$ cat src/rtl/us_power_ctrl.sv
// Ultrasonic drive command stage: edge-triggered power commands, slew-ramped DAC level
// with valid/ready handshake, and IDLE/BURST/RX transducer sequencing.
module us_power_ctrl #(
    parameter int DAC_WIDTH    = 8,
    parameter int AMOUNT_WIDTH = 8,
    parameter int RAMP_DIV     = 16,
    parameter int PULSE_PERIOD = 10,
    parameter int BURST_PULSES = 8,
    parameter int RX_WINDOW    = 1000
) (
    input  logic                    clk,
    input  logic                    rst_n,
    input  logic                    on,
    input  logic                    off,
    input  logic                    increase,
    input  logic                    decrease,
    input  logic                    valid,
    input  logic                    send,
    input  logic                    receive,
    input  logic [AMOUNT_WIDTH-1:0] amount,
    output logic                    dac_valid,
    input  logic                    dac_ready,
    output logic [DAC_WIDTH-1:0]    dac_data,
    output logic                    enabled,
    output logic                    tx_pulse,
    output logic                    rx_window,
    output logic                    busy
);
    localparam int NCMD   = 6;
    localparam int C_ON   = 0;
    localparam int C_OFF  = 1;
    localparam int C_INC  = 2;
    localparam int C_DEC  = 3;
    localparam int C_SEND = 4;
    localparam int C_RECV = 5;

    localparam int RAMP_W = $clog2(RAMP_DIV);
    localparam int PER_W  = $clog2(PULSE_PERIOD);
    localparam int PUL_W  = (BURST_PULSES > 1) ? $clog2(BURST_PULSES) : 1;
    localparam int RX_W   = (RX_WINDOW > 1) ? $clog2(RX_WINDOW) : 1;
    localparam logic [DAC_WIDTH:0] MAX_EXT = {1'b0, {DAC_WIDTH{1'b1}}};

    typedef enum logic [1:0] {ST_IDLE, ST_BURST, ST_RX} state_t;

    logic [NCMD-1:0]      cmd_vec;
    logic [NCMD-1:0]      cmd_prev_reg;
    logic [NCMD-1:0]      cmd_event;
    logic                 on_only;
    logic                 off_only;

    logic                 enabled_reg, enabled_next;
    logic [DAC_WIDTH-1:0] target_reg, target_next;
    logic [DAC_WIDTH-1:0] level_reg, level_next;
    logic                 dac_valid_reg, dac_valid_next;
    logic [RAMP_W-1:0]    ramp_cnt_reg, ramp_cnt_next;
    logic                 ramp_term;
    logic [DAC_WIDTH-1:0] eff_target;
    logic [DAC_WIDTH:0]   amount_ext;
    logic [DAC_WIDTH:0]   sum_ext;

    state_t               state_reg, state_next;
    logic [PER_W-1:0]     period_cnt_reg, period_cnt_next;
    logic [PUL_W-1:0]     pulse_cnt_reg, pulse_cnt_next;
    logic [RX_W-1:0]      rx_cnt_reg, rx_cnt_next;

    assign cmd_vec = {receive, send, decrease, increase, off, on};

    for (genvar gi = 0; gi < NCMD; gi++) begin : g_edge
        assign cmd_event[gi] = valid && cmd_vec[gi] && !cmd_prev_reg[gi];
    end

    // Opposing command pairs cancel each other entirely.
    assign on_only  = cmd_event[C_ON] && !cmd_event[C_OFF];
    assign off_only = cmd_event[C_OFF] && !cmd_event[C_ON];

    assign amount_ext = {{(DAC_WIDTH + 1 - AMOUNT_WIDTH){1'b0}}, amount};
    assign sum_ext    = {1'b0, target_reg} + amount_ext;
    assign eff_target = enabled_reg ? target_reg : '0;
    assign ramp_term  = (ramp_cnt_reg == RAMP_W'(RAMP_DIV - 1));

    always_comb begin
        enabled_next = enabled_reg;
        target_next  = target_reg;
        if (on_only) begin
            enabled_next = 1'b1;
        end else if (off_only) begin
            enabled_next = 1'b0;
        end
        if (cmd_event[C_INC] && !cmd_event[C_DEC]) begin
            target_next = (sum_ext > MAX_EXT) ? MAX_EXT[DAC_WIDTH-1:0] : sum_ext[DAC_WIDTH-1:0];
        end else if (cmd_event[C_DEC] && !cmd_event[C_INC]) begin
            target_next = (amount_ext > {1'b0, target_reg}) ? '0
                        : target_reg - amount_ext[DAC_WIDTH-1:0];
        end
    end

    // A step is only taken on a terminal count with no transfer outstanding.
    always_comb begin
        ramp_cnt_next  = ramp_term ? '0 : ramp_cnt_reg + 1'b1;
        level_next     = level_reg;
        dac_valid_next = dac_valid_reg;
        if (dac_valid_reg) begin
            if (dac_ready) begin
                dac_valid_next = 1'b0;
            end
        end else if (ramp_term && (level_reg != eff_target)) begin
            level_next     = (level_reg < eff_target) ? level_reg + 1'b1 : level_reg - 1'b1;
            dac_valid_next = 1'b1;
        end
    end

    always_comb begin
        state_next      = state_reg;
        period_cnt_next = period_cnt_reg;
        pulse_cnt_next  = pulse_cnt_reg;
        rx_cnt_next     = rx_cnt_reg;
        case (state_reg)
            ST_IDLE: begin
                if (!off_only) begin
                    if (cmd_event[C_SEND] && enabled_reg && (level_reg != '0)) begin
                        state_next      = ST_BURST;
                        period_cnt_next = '0;
                        pulse_cnt_next  = '0;
                    end else if (cmd_event[C_RECV]) begin
                        state_next  = ST_RX;
                        rx_cnt_next = '0;
                    end
                end
            end
            ST_BURST: begin
                if (off_only) begin
                    state_next = ST_IDLE;
                end else if (period_cnt_reg == PER_W'(PULSE_PERIOD - 1)) begin
                    period_cnt_next = '0;
                    if (pulse_cnt_reg == PUL_W'(BURST_PULSES - 1)) begin
                        state_next = ST_IDLE;
                    end else begin
                        pulse_cnt_next = pulse_cnt_reg + 1'b1;
                    end
                end else begin
                    period_cnt_next = period_cnt_reg + 1'b1;
                end
            end
            ST_RX: begin
                if (off_only || (rx_cnt_reg == RX_W'(RX_WINDOW - 1))) begin
                    state_next = ST_IDLE;
                end else begin
                    rx_cnt_next = rx_cnt_reg + 1'b1;
                end
            end
            default: state_next = ST_IDLE;
        endcase
    end

    always_ff @(posedge clk or negedge rst_n) begin
        if (!rst_n) begin
            cmd_prev_reg   <= '0;
            enabled_reg    <= 1'b0;
            target_reg     <= '0;
            level_reg      <= '0;
            dac_valid_reg  <= 1'b0;
            ramp_cnt_reg   <= '0;
            state_reg      <= ST_IDLE;
            period_cnt_reg <= '0;
            pulse_cnt_reg  <= '0;
            rx_cnt_reg     <= '0;
        end else begin
            cmd_prev_reg   <= cmd_vec;
            enabled_reg    <= enabled_next;
            target_reg     <= target_next;
            level_reg      <= level_next;
            dac_valid_reg  <= dac_valid_next;
            ramp_cnt_reg   <= ramp_cnt_next;
            state_reg      <= state_next;
            period_cnt_reg <= period_cnt_next;
            pulse_cnt_reg  <= pulse_cnt_next;
            rx_cnt_reg     <= rx_cnt_next;
        end
    end

    assign dac_valid = dac_valid_reg;
    assign dac_data  = level_reg;
    assign enabled   = enabled_reg;
    assign tx_pulse  = (state_reg == ST_BURST) && (period_cnt_reg < PER_W'(PULSE_PERIOD / 2));
    assign rx_window = (state_reg == ST_RX);
    assign busy      = (state_reg != ST_IDLE);

endmodule

$ cat config.mk
export PLATFORM = sky130hd
export DESIGN_NAME = us_power_ctrl
export DESIGN_NICKNAME = d
export VERILOG_FILES = /design/src/rtl/us_power_ctrl.sv
export SDC_FILE = /design/constraint.sdc
export NUM_CORES = 1
export LEC_CHECK = 0
export CAP_MARGIN = 20
export CORE_MARGIN = 2
export CORE_UTILIZATION = 60
export CTS_BUF_LIST = sky130_fd_sc_hd__clkbuf_4 sky130_fd_sc_hd__clkbuf_8
export DETAILED_ROUTE_END_ITERATION = 12
export PLACE_DENSITY = 0.83
export SETUP_SLACK_MARGIN = 0.15
export SKIP_CTS_REPAIR_TIMING = 1
export SYNTH_ARGS = -nofsm -noshare
export SYNTH_HDL_FRONTEND = slang
export SYNTH_SLANG_ARGS = --single-unit
$ cat constraint.sdc
create_clock -name clk -period 3.99 [get_ports clk]
set_input_delay 1.197 -clock clk [delete_from_list [all_inputs] [get_ports clk]]
set_output_delay 1.197 -clock clk [all_outputs]
set_load 0.05 [all_outputs]
# Word-level counts from Yosys, hierarchy flattened

Cells that the tools add are included.

Bits of input ports: 18
Register bits after elaboration: 47
Output and inout port bits: 13

Equal/unequal tests: 19
$lt $le $gt $ge: 4
Add/sub/neg operators: 8
Multiplexer cells: 36
Reduce and logical (&&, ||, !) cells: 43
Bitwise logic cells: 1

Operators with widths:

| operator              | number |
|---|---|
| $mux 8                | 6 |
| $mux 10               | 4 |
| $logic_and 1x1->1     | 20 |
| $mux 4                | 5 |
| $pmux 10 s2           | 1 |
| $ne 2x2->1 const B    | 8 |
| $mux 3                | 5 |
| $mux 2                | 7 |
| $add 10x1->10 const B | 1 |
| $eq 10x10->1 const B  | 1 |
| $logic_not 1->1       | 10 |
| $reduce_and 5->1      | 2 |
| $reduce_bool 2->1     | 5 |
| $add 8x8->9           | 1 |
| $gt 9x8->1 const B    | 1 |
| $ne 3x3->1 const B    | 3 |
| $add 4x1->4 const B   | 2 |
| $add 8x1->8 const B   | 1 |
| $eq 4x4->1 const B    | 2 |
| $gt 8x8->1            | 1 |
| $lt 8x8->1            | 1 |
| $ne 8x8->1            | 1 |
| $pmux 4 s2            | 1 |
| $reduce_bool 8->1     | 1 |
| other kinds (17)      | 21 |

# Depth between registers and ports, before layout

Gate-level depths: netlist of run 1.

Depth after elaboration: 7
Gate-level depth with buffers: 14
Depth with buffers taken out: 13

# Worst setup path after synthesis of run 1

OpenSTA, ideal clock, no wires.

Kind: register -> register
From: register enabled_reg (netlist: enabled)
To: register level_reg[7] (netlist: dac_data[7])
Slack: 824 ps
Buffers on the path: 1
Data required time: 3907 ps
Period minus slack after synthesis: 3166 ps
Arrival: 3083 ps
Cell stages (with the launch flop): 15
Library setup time: 83 ps
Cell sequence: dfrtp_1 buf_6 nand2_1 ha_1 nor2b_1 o211ai_1 a21o_1 nand2_1 ha_1 a21oi_1 o211ai_1 o41a_1 a21o_1 a21oi_1 xor2_1

Longest elaborated chain between the ends: 4
Elaborated cells between the ends (all ways): 6
Classes of those cells: order compare (1); eq/ne (1); mux (2); reduce/logical (2)

Ends and longest elaborated chain:

| element                                            | line | RTL |
|---|---|---|
| from (decl)                                        | 51   | `logic enabled_reg, enabled_next;` |
| from (signal assigned)                             | 169  | `enabled_reg <= enabled_next;` |
| $mux 8 *                                           | 78   | `assign eff_target = enabled_reg ? target_reg : '0;` |
| branches (longest 3 deep; another with $lt 8x8->1) | --   |  |
| to (signal assigned)                               | 171  | `level_reg <= level_next;` |
| to (decl)                                          | 53   | `logic [DAC_WIDTH-1:0] level_reg, level_next;` |

Every way passes the cells marked *.
A chain may end at the register's enable or synchronous reset.

# Final worst setup path of run 1

From: input valid
To: register rx_cnt_reg[7]

Longest elaborated chain between the ends: 7
Elaborated cells between the ends (all ways): 18
Classes of those cells: eq/ne (4); reduce/logical (14)

Ends and longest elaborated chain:

| element                        | line | RTL |
|---|---|---|
| from (decl)                    | 17   | `input logic valid,` |
| $logic_and 1x1->1 (2 in a row) | 69   | `assign cmd_event[gi] = valid && cmd_vec[gi] && !cmd_prev_reg[gi];` |
| $logic_not 1->1                | 74   | `assign off_only = cmd_event[C_OFF] && !cmd_event[C_ON];` |
| $logic_and 1x1->1              | 74   |  |
| $logic_or 1x1->1               | 145  | `if (off_only \|\| (rx_cnt_reg == RX_W'(RX_WINDOW - 1))) begin` |
| $ne 2x2->1 (no line)           | --   |  |
| $reduce_and 5->1 (no line) *   | --   |  |
| to (signal assigned)           | 177  | `rx_cnt_reg <= rx_cnt_next;` |
| to (decl)                      | 64   | `logic [RX_W-1:0] rx_cnt_reg, rx_cnt_next;` |

Mark *: on every way between the ends. The rest lies on a longest branch, timed or not.

==> flow_summary.ini, run 1 <==
[timing]
rsz0062_at_grt = no
setup_viol = 0
fin_ws_ps = 554
max_freq_mhz = 291
fin_worst_skew_ps = 7.35
slew_violations = 0
period_minus_slack_ps = 3440
relSlewSlack_pct = 61.8
finalHoldViolCount = 0
whs_ps = 511
worst_pin_slew_ps = 570
tns_ps = 0
timing.final.crit_share_pct = 86.1

[critical_path]
start_kind = input port
critPathKind = in -> reg
critPathRequiredTime_ps = 4160
worst-path-max-fanout = 8
end_kind = flop
path_cells = clkdlybuf4s50_1 -> nand2_1 -> or2_2 -> ha_1 -> and4bb_2 -> o21ai_0 -> a211oi_2 -> nand4_1 -> xor2_1 -> nor2_1
cp_slowest_stage_delay_ps = 490
cp.arrival_ps = 3600
critPathSlowestCell = a211oi_2

[clock_tree]
cts_root_buf = clkbuf_8
clk_pin_slew_ps = 90
tritoncts = done
cts.sinks = 47
htree_levels = 2
clk_latency_ps = 290
clock_path_buffers = 2
cts_buffers = 5

[finish]
design_area_um2 = 3900
final_common_cell = dfrtp_1
finalNetCount = 469
layout_common_cells = dfrtp_1 (47), ha_1 (40), nand2_1 (36)
finalNonFillerCells = 480
drive_gt1_share_pct = 8.09
num_antenna_cells = 0
largest_reg_flops = 10
syn2layout_area_growth_pct = 13.3

[placed_design]
routabilityCongestion = 0.953
port_buffers = 30
place_inst = 472
hpwl_um = 5450
pre_cts_slack_ps = 255
detailed_place.area_um2 = 3800

[power_and_ir_drop]
p_clk_share_pct = 9.7
internal-power_w = 0.00147
p_leak_nw = 1.79
power_frac_seq_pct = 29.2
peakVddDrop_mv = 0.719
switching_power_w = 0.00136
power_density_nw_per_um2 = 724
p_sw_share_pct = 48.0
p_comb_share_pct = 61.0

[synth]
synth-edff-count = 0
synth_nets = 437
yosys_warnings = 0
ys_types = 62
async_reset_ff_share_pct = 100
netlist_area_um2 = 3440
synth_cells = 376
synth_ff_type = dfrtp_1
synth-seq-cells = 47
syn_avg_cell_area_um2 = 9.15
seq_area_frac_synth_pct = 34.2

[detailed_routing]
drt_first_pass_iters = 4
num_vias = 2874
drt_iter0_drc = 225
ant_nets = 0
viasPerCell = 5.99
wl_per_cell_um = 14.9
drc = 0
wl_um = 7130

[floorplanning]
fp.dieW_um = 79.7
initial_core_util_pct = 62.5
ioPinCount = 31
die_y_um = 79.7
die_area_um2 = 6360
core-area_um2 = 5510
rows = 27

[min_path]
hold_path_class = reg -> reg

[global_routing]
antenna_found_initial = 0
grt_max_degree = 48
grt_overflow = 0
grt_pass1_wl_um = 12300
grt_usage_pct = 24.3
first_global_vias = 2749

[outcome]
status = finished, final reports clean

[job]
max_cap_violations = 0
==> cells in the mapped netlist, drive strengths merged (6+ instances only) <==
master	n	area (µm²)
nand2	36	135
ha	40	500
and3	6	37.5
nor2	35	131
nor3	6	30.0
a21o	7	52.6
nand3	8	40.0
nor4	7	80.1
dfrtp	47	1180
xnor2	8	70.1
o21ai	25	125
xor2	12	105
inv	29	109
a21oi	21	105
==> per-layer routing <==
metal	track usage (%)	vias to the layer above	part of all wire, %
met4	6.90	0	1.1
met1	32.5	1360	45
met5	0	-	0
met2	40.8	86	49
li1	-	1420	-
met3	3.96	8	5.1
==> cell type report <==
class	count	area [µm²]
clock buffers	5	68.8
multi-input cells	289	2090
fillers	411	1610
repair buffers	35	345
inverters	30	113
clock inverters	2	13.8
flip-flops and latches	47	1180
well taps	72	90.1
==> worst max-delay path: cells and delay by family <==
family	cells	cell delay, ps
simple gates	5	880
buf+inv	1	480
compound gates	2	610
xor+xnor	1	170
fa+ha+maj	1	270
==> path summary, 6_finish.rpt <==
kind | startpoint | to | slack, ps | cells after the start
max | valid | rx_cnt_reg[7] | 550 | 10
min | ramp_cnt_reg[0] | ramp_cnt_reg[0] | 510 | 1
max reg2reg | enabled | dac_data[7] | 670 | 13
min reg2reg | ramp_cnt_reg[0] | ramp_cnt_reg[0] | 510 | 1
max in group asynchronous | rst_n | target_reg[4] | 2760 | 2
min in group asynchronous | rst_n | dac_data[0] | 760 | 1
==> through the flow <==
stage / utilization [%] / power, W
final: 70.8 / 0.00282
after global routing: 70.8 / 0.00309
after CTS: 70.5 / 0.00282
after detailed placement: 69.0 / 0.00253
after global placement: 69.0 / 0.00246
after floorplan: - / 0.00211
==> power by group through the flow <==
stage               Sequential (W)  Combinational, W  Clock (W)
floorplan                 0.000932           0.00118          0
global placement          0.000826           0.00164          0
detailed placement        0.000832           0.00170          0
CTS                       0.000822           0.00171   0.000284
global route              0.000852           0.00193   0.000308
finish                    0.000825           0.00172   0.000275
==> cell families after synthesis <==
group / share of synthesized area, %
DFF: 34.2
buffers and inverters: 4.98
xor gates and xnor gates: 5.09
adders and majority gates: 16.3
AOI/OAI and AO/OA: 19.9
muxes: 1.71
and+or+nand+nor: 17.8
No activity file was read; power rests on OpenSTA's default activity.
==> run 2: changes to the inputs <==
CORE_ASPECT_RATIO = 1.1   (was not set)
CORE_MARGIN = not set   (was 2)
CORE_UTILIZATION = 35   (was 60)
PLACE_DENSITY = not set   (was 0.83)
==> flow_summary.ini, run 2 (synthesis gave the netlist of run 1 again) <==
[power_and_ir_drop]
p_clk_share_pct = 10.9
peakVddDrop_mv = 0.419
p_comb_share_pct = 60.1
power_density_nw_per_um2 = 716
p_total_w = 0.00285
p_leak_nw = 1.80
p_sw_share_pct = 47.8
switching_power_w = 0.00136
power_frac_seq_pct = 29.0
internal-power_w = 0.00149

[timing]
timing.final.crit_share_pct = 85.2
relSlewSlack_pct = 62.8
tns_ps = 0
slew_violations = 0
rsz0062_at_grt = no
worst_pin_slew_ps = 556
fin_worst_skew_ps = 11.6
finalHoldViolCount = 0
max_freq_mhz = 294
period_minus_slack_ps = 3400
setup_viol = 0

[clock_tree]
tritoncts = done
clock_path_buffers = 2
cts_buffers = 5
cts.sinks = 47
clk_latency_ps = 300
htree_levels = 2
cts_root_buf = clkbuf_8
clk_pin_slew_ps = 100

[global_routing]
grt_overflow = 0
grt_usage_pct = 15.5
antenna_found_initial = 0
first_global_vias = 2734
grt_pass1_wl_um = 12600
grt_max_degree = 48

[detailed_routing]
drt_iter0_drc = 125
drc = 0
num_vias = 2824
ant_nets = 0
wl_per_cell_um = 14.4
wl_um = 7610
drt_first_pass_iters = 4
viasPerCell = 5.36

[floorplanning]
die_area_um2 = 10200
ioPinCount = 31
initial_core_util_pct = 36.4
fp.dieW_um = 96.5
core-area_um2 = 9440
rows = 37
die_y_um = 106

[finish]
finalNetCount = 470
num_antenna_cells = 0
syn2layout_area_growth_pct = 15.7
finalNonFillerCells = 527
largest_reg_flops = 10
final_common_cell = dfrtp_1
drive_gt1_share_pct = 8.54
layout_common_cells = dfrtp_1 (47), ha_1 (40), nand2_1 (36)
layout.filler_cells = 973
fin_util_pct = 42.1

[placed_design]
place_inst = 518
port_buffers = 30
hpwl_um = 5850
routabilityCongestion = 0.813

[critical_path]
worst-path-max-fanout = 8
cp.arrival_ps = 3580
critPathRequiredTime_ps = 4170
critPathKind = in -> reg
start_kind = input port
end_kind = flop

[job]
max_cap_violations = 0

[outcome]
status = finished, final reports clean

[min_path]
hold_path_class = reg -> reg
run 2: worst max-delay path, stage by stage:
cell and delay [ps]:
clkdlybuf4s50_1 480, nand2_1 40, or2_2 300, ha_1 280, and4bb_2 320, o21ai_0 110
a211oi_2 450, nand4_1 180, xor2_1 160, nor2_1 50
run 2: final timing paths:
kind	cells past startpoint	end	startpoint	slack, ps
setup / recovery	10	rx_cnt_reg[8]	valid	590
hold / removal	1	ramp_cnt_reg[0]	ramp_cnt_reg[0]	490
setup reg to reg	13	dac_data[7]	enabled	740
hold reg to reg	1	ramp_cnt_reg[0]	ramp_cnt_reg[0]	490
max in group asynchronous	2	target_reg[5]	rst_n	2670
min in group asynchronous	1	cmd_prev_reg[0]	rst_n	800
run 2: per-layer routing:
layer	vias to the layer above	track usage [%]	share of wire, %
met1	1346	21.4	48
li1	1414	-	-
met3	9	2.29	3.4
met2	55	25.2	48
met5	-	0	0
met4	0	3.89	1.1
run 2: through the flow:
step	setup WS, ps	area [µm²]	hold slack, ps
2_1_floorplan	824	3440	449
3_3_place_gp	273	3860	474
3_5_place_dp	252	3860	481
4_1_cts	567	3960	499
5_1_grt	360	3980	528
6_report	591	3980	493
run 2: power groups by stage:
stage	Combinational [W]	Sequential [W]	Clock, W
floorplan	0.00118	0.000932	0
global placement	0.00167	0.000838	0
detailed placement	0.00171	0.000837	0
CTS	0.00172	0.000830	0.000323
global route	0.00192	0.000858	0.000340
finish	0.00171	0.000827	0.000311
run 2: layout make-up:
type	count	area, µm²	area share [%]
clock inverter	2	16.3	0.409
multi-input combinational	289	2090	52.6
clock buffer	6	82.6	2.07
tap	117	146	3.68
sequential	47	1180	29.6
timing repair buffer	36	353	8.87
inverter	30	113	2.83
==> run 3: changes to the inputs <==
ABC_AREA = 0   (was not set)
CTS_CLUSTER_DIAMETER = 120   (was not set)
==> results of run 3 <==
The final DEF is identical to that of run 2; final timing and power are the same.
